### src/rtl/regfile_bypass.sv
// Register file with 32 general-purpose registers, two combinational read ports and one write port.
// r0 always reads zero. With BYPASS=1, a read of the register being written returns the new data.
module regfile_bypass #(
    parameter int unsigned WIDTH     = 32,
    parameter int unsigned ADDR_BITS = 5,
    parameter bit          BYPASS    = 1'b1
) (
    input  logic                 clock,
    input  logic                 ctrl_reset_n,
    input  logic                 ctrl_writeEnable,
    input  logic [ADDR_BITS-1:0] ctrl_writeReg,
    input  logic [WIDTH-1:0]     data_writeReg,
    input  logic [ADDR_BITS-1:0] ctrl_readRegA,
    input  logic [ADDR_BITS-1:0] ctrl_readRegB,
    output logic [WIDTH-1:0]     data_readRegA,
    output logic [WIDTH-1:0]     data_readRegB
);

    localparam int unsigned NumRegs = 2 ** ADDR_BITS;

    logic [WIDTH-1:0] regs [NumRegs];
    logic             write_hit;

    assign write_hit = ctrl_writeEnable && (ctrl_writeReg != '0);

    // Entry 0 is a constant so that the read mux needs no special case for index 0.
    assign regs[0] = '0;

    for (genvar i = 1; i < NumRegs; i++) begin : g_reg
        logic [WIDTH-1:0] reg_q;

        always_ff @(posedge clock or negedge ctrl_reset_n) begin
            if (!ctrl_reset_n) begin
                reg_q <= '0;
            end else if (write_hit && (ctrl_writeReg == ADDR_BITS'(i))) begin
                reg_q <= data_writeReg;
            end
        end

        assign regs[i] = reg_q;
    end

    logic bypass_a;
    logic bypass_b;

    // The reset term keeps the outputs at zero while reset is held low.
    assign bypass_a = BYPASS && ctrl_reset_n && write_hit && (ctrl_readRegA == ctrl_writeReg);
    assign bypass_b = BYPASS && ctrl_reset_n && write_hit && (ctrl_readRegB == ctrl_writeReg);

    always_comb begin
        data_readRegA = regs[ctrl_readRegA];
        data_readRegB = regs[ctrl_readRegB];
        if (bypass_a) begin
            data_readRegA = data_writeReg;
        end
        if (bypass_b) begin
            data_readRegB = data_writeReg;
        end
    end

endmodule
### config.mk
export PLATFORM = sky130hd
export DESIGN_NAME = regfile_bypass
export DESIGN_NICKNAME = d
export VERILOG_FILES = /design/src/rtl/regfile_bypass.sv
export SDC_FILE = /design/constraint.sdc
export NUM_CORES = 2
export LEC_CHECK = 0
export CORE_AREA = 4 4 293 295
export CTS_BUF_LIST = sky130_fd_sc_hd__clkbuf_8 sky130_fd_sc_hd__clkbuf_16
export CTS_CLUSTER_DIAMETER = 40
export DETAILED_ROUTE_END_ITERATION = 10
export DIE_AREA = 0 0 297 299
export DONT_BUFFER_PORTS = 1
export GPL_ROUTABILITY_DRIVEN = 0
export PLACE_DENSITY = 0.9
export SLEW_MARGIN = 20
export SYNTH_ARGS = -nofsm -noshare
export SYNTH_HDL_FRONTEND = slang
export SYNTH_SLANG_ARGS = --single-unit
### constraint.sdc
create_clock -name clock -period 6.73 [get_ports clock]
set_input_delay 1.0095 -clock clock [delete_from_list [all_inputs] [get_ports clock]]
set_output_delay 1.0095 -clock clock [all_outputs]
set_load 0.02 [all_outputs]
==> impl_metrics.csv <==
group,metric,value,unit
status,outcome,"complete, no violations",
detailed_routing,ant_nets,0,
sta,fin_crit_sh,79.3,%
cells_and_area,area_delta_synth_final,8.99,%
sta,slew_violations,0,
cells_and_area,largest_register_ff_count,992,
global_route,track_usage,36.0,%
clocking,worstSkewPairLatency,710,ps
power_and_ir_drop,ir_drop,0.238,mV
global_route,grt_max_degree,994,
floorplanning,fp-row-count,106,
run,maxCapViolCount,0,
power_and_ir_drop,total_leakage_power,0.0253,uW
cells_and_area,layout_common_cells,"mux2_2, dfrtp_1, mux4_2, mux2i_1, clkbuf_16",
placement,port_buffers,0,
sta,hold_slack,125,ps
cells_and_area,largestRegisters,"g.reg_q: 992 flops",
global_route,antenna_found_initial,5,
power_and_ir_drop,combPwrFrac,18.5,%
detailed_routing,vias,36500,
synth,synth_warnings,0,
critical_path,cp_slowest_cell,"nor2b_4",
detailed_routing,wire_per_inst,34.8,um
synth,synth.avg_cell_area,14.5,um2
sta,fin_worst_skew,0,ps
sta,tns,0,ps
clocking,cts_hold_buf,0,
critical_path,cp_data_required_time,5720,ps
critical_path,cp_max_fo,258,
sta,period_minus_slack,5330,ps
synth,netlist_instances,3697,
global_route,grt_pass1_vias,38400,
cells_and_area,mostFrequentLayoutCell,"mux2_2",
power_and_ir_drop,power,18700,uW
power_and_ir_drop,switching_share,26.9,%
synth,synth_mux_area_share,42.6,%
sta,setup_viol,0,
cells_and_area,top_register,"g.reg_q",
critical_path,criticalPathCategory,"input port to output port",
sta,fmax,187,MHz
detailed_routing,vias_per_cell,7.84,
cells_and_area,nets,3529,
floorplanning,core_area,83200,um2
synth,synth_top_area_cell,"dfrtp_1",
synth,synth_area_leaders,"dfrtp_1, mux2_2, mux4_2",
synth,ys_ff_latch,992,
power_and_ir_drop,pwr-share-seq,43.4,%
critical_path,slowest_delay,1070,ps
critical_path,path_cells,"nor2b_4 -> a221oi_1 -> nor3_1 -> o311ai_0 -> o21ai_0",
floorplanning,ios,114,
critical_path,reg2reg_depth,1,
detailed_routing,routed_wl,162,mm
critical_path,cp-start-kind,"input port",
detailed_routing,first_pass_iters,8,
power_and_ir_drop,p_sw,5020,uW
synth,synthSimpleGateAreaFrac,1.78,%
sta,rsz0062_at_grt,"no",
synth,synth_top_family_by_area,"multiplexers",
synth,synth-adder-area-share,0,%
clocking,tritoncts,"built",
critical_path,worstPathArrival,4320,ps
placement,dp_hpwl,85.4,mm
critical_path,crit_path_end_kind,"output port",
synth,synthXorXnorAreaFrac,0.163,%
detailed_routing,drtIter0Drc,4957,
worst_hold_path,hp-class,"input port to async pin",
clocking,cts_buffers,135,
global_route,overflow,0,
synth,ys_seq_area_share,46.3,%
clocking,cts_resized,0,
power_and_ir_drop,cellPowerDensity,320,nW/um2
detailed_routing,drc_errors,0,
floorplanning,start_util,64.5,%
clocking,post_cts_buffers,0,
clocking,clkSinkCount,992,
clocking,clock_path_buffers,3,
synth,yosys.cell_types.count,44,
sta,hold_viol,0,
clocking,h-tree-depth,4,
synth,syn_nets,3747,
sta,tightest_slew,1340,ps
clocking,clkTransAtPathRegs,50,ps
clocking,root_buffer,"clkbuf_16",
floorplanning,dieWidth,297,um
cells_and_area,drive_gt1_share,49.9,%
floorplanning,die_area,88800,um2
synth,ys.flop_type,"dfrtp_1",
synth,netlist_area,53700,um2
global_route,grt_pass1_wl,242,mm
power_and_ir_drop,clkPwrFrac,38.2,%
power_and_ir_drop,cell_internal_pwr,13700,uW
synth,synth-edff-count,0,
sta,max-slew-margin-rel,10.6,%
synth,async_flop_share,100,%
synth,synth_compound_area_share,5.72,%
synth,synth_top_cell_area_share,46.3,%
floorplanning,dieHeight,299,um
==> stage by stage <==
step	std cells	worst slack, ps	utilization, %	cell area, um2
2_1_floorplan	3697	3010	-	53700
3_3_place_gp	4410	1940	64.6	53700
3_5_place_dp	4413	1960	64.7	53800
4_1_cts	4643	1940	70.0	58200
5_1_grt	4652	1260	70.3	58500
6_report	4653	1400	70.3	58500
==> synth_stat cells, drive strengths merged, types with 2 or more instances <==
master  instances
a221oi         32
nor3b           2
a211o          32
mux2i         193
nor3           33
nand2          84
mux4          385
nor2b          11
o22ai          63
nor4            2
or2             2
a211oi         31
a21oi           2
o311ai          2
nand4b          3
nand2b          5
xor2            4
clkbuf        195
a22o           31
nand3           7
o211ai         31
nor2           50
a32o           30
nand3b          2
xnor2           6
dfrtp         992
a22oi          92
buf           215
o21ai          65
and2            4
mux2         1087
==> per-layer routing <==
layer / up-vias / track usage [%] / part of all wire [%]
met1: 19000 / 44.4 / 34
met3: 853 / 13.6 / 13
li1: 13900 / - / -
met5: - / 0 / 0.0080
met4: 2 / 21.7 / 7.1
met2: 2704 / 54.4 / 46
==> critical path: cells and delay by family <==
family	cells	cell delay, ps
simple gates	2	1440
compound gates	3	1250
==> layout make-up <==
cell class                 instances  area [um2]
antenna                            1        2.50
clock buffer                     164        3840
clock inverter                    66         642
fill                            4668       24700
multi-input combinational       2295       27200
sequential                       992       24800
tap                             1080        1350
timing repair buffer              55         624
==> power by group through the flow <==
stage                     Clock (uW)  Sequential (uW)  Combinational, uW
after floorplan                    0             7770               2870
after global placement             0             7950               3040
after detailed placement           0             8080               3170
after CTS                       7130             8040               3270
after global routing            7410             8210               3640
final                           7130             8100               3450
==> path summary, 6_finish.rpt <==
path / startpoint / end / slack, ps
worst max-delay path: ctrl_readRegA[0] / data_readRegA[0] / 1400
worst min-delay path: ctrl_reset_n / g_reg[3].reg_q[28] / 120
worst max register to register: g_reg[18].reg_q[24] / g_reg[18].reg_q[24] / 5860
worst min register to register: g_reg[11].reg_q[9] / g_reg[11].reg_q[9] / 520
max in group asynchronous: ctrl_reset_n / g_reg[13].reg_q[14] / 4790
min in group clock: data_writeReg[0] / g_reg[19].reg_q[0] / 440
==> kinds of logic after synthesis <==
kind of cell | after synthesis
mux | 1665
flops | 992
compound gates | 413
buf+inv | 410
simple gates | 207
xor+xnor | 10
Power figures use the tool's default switching activity.
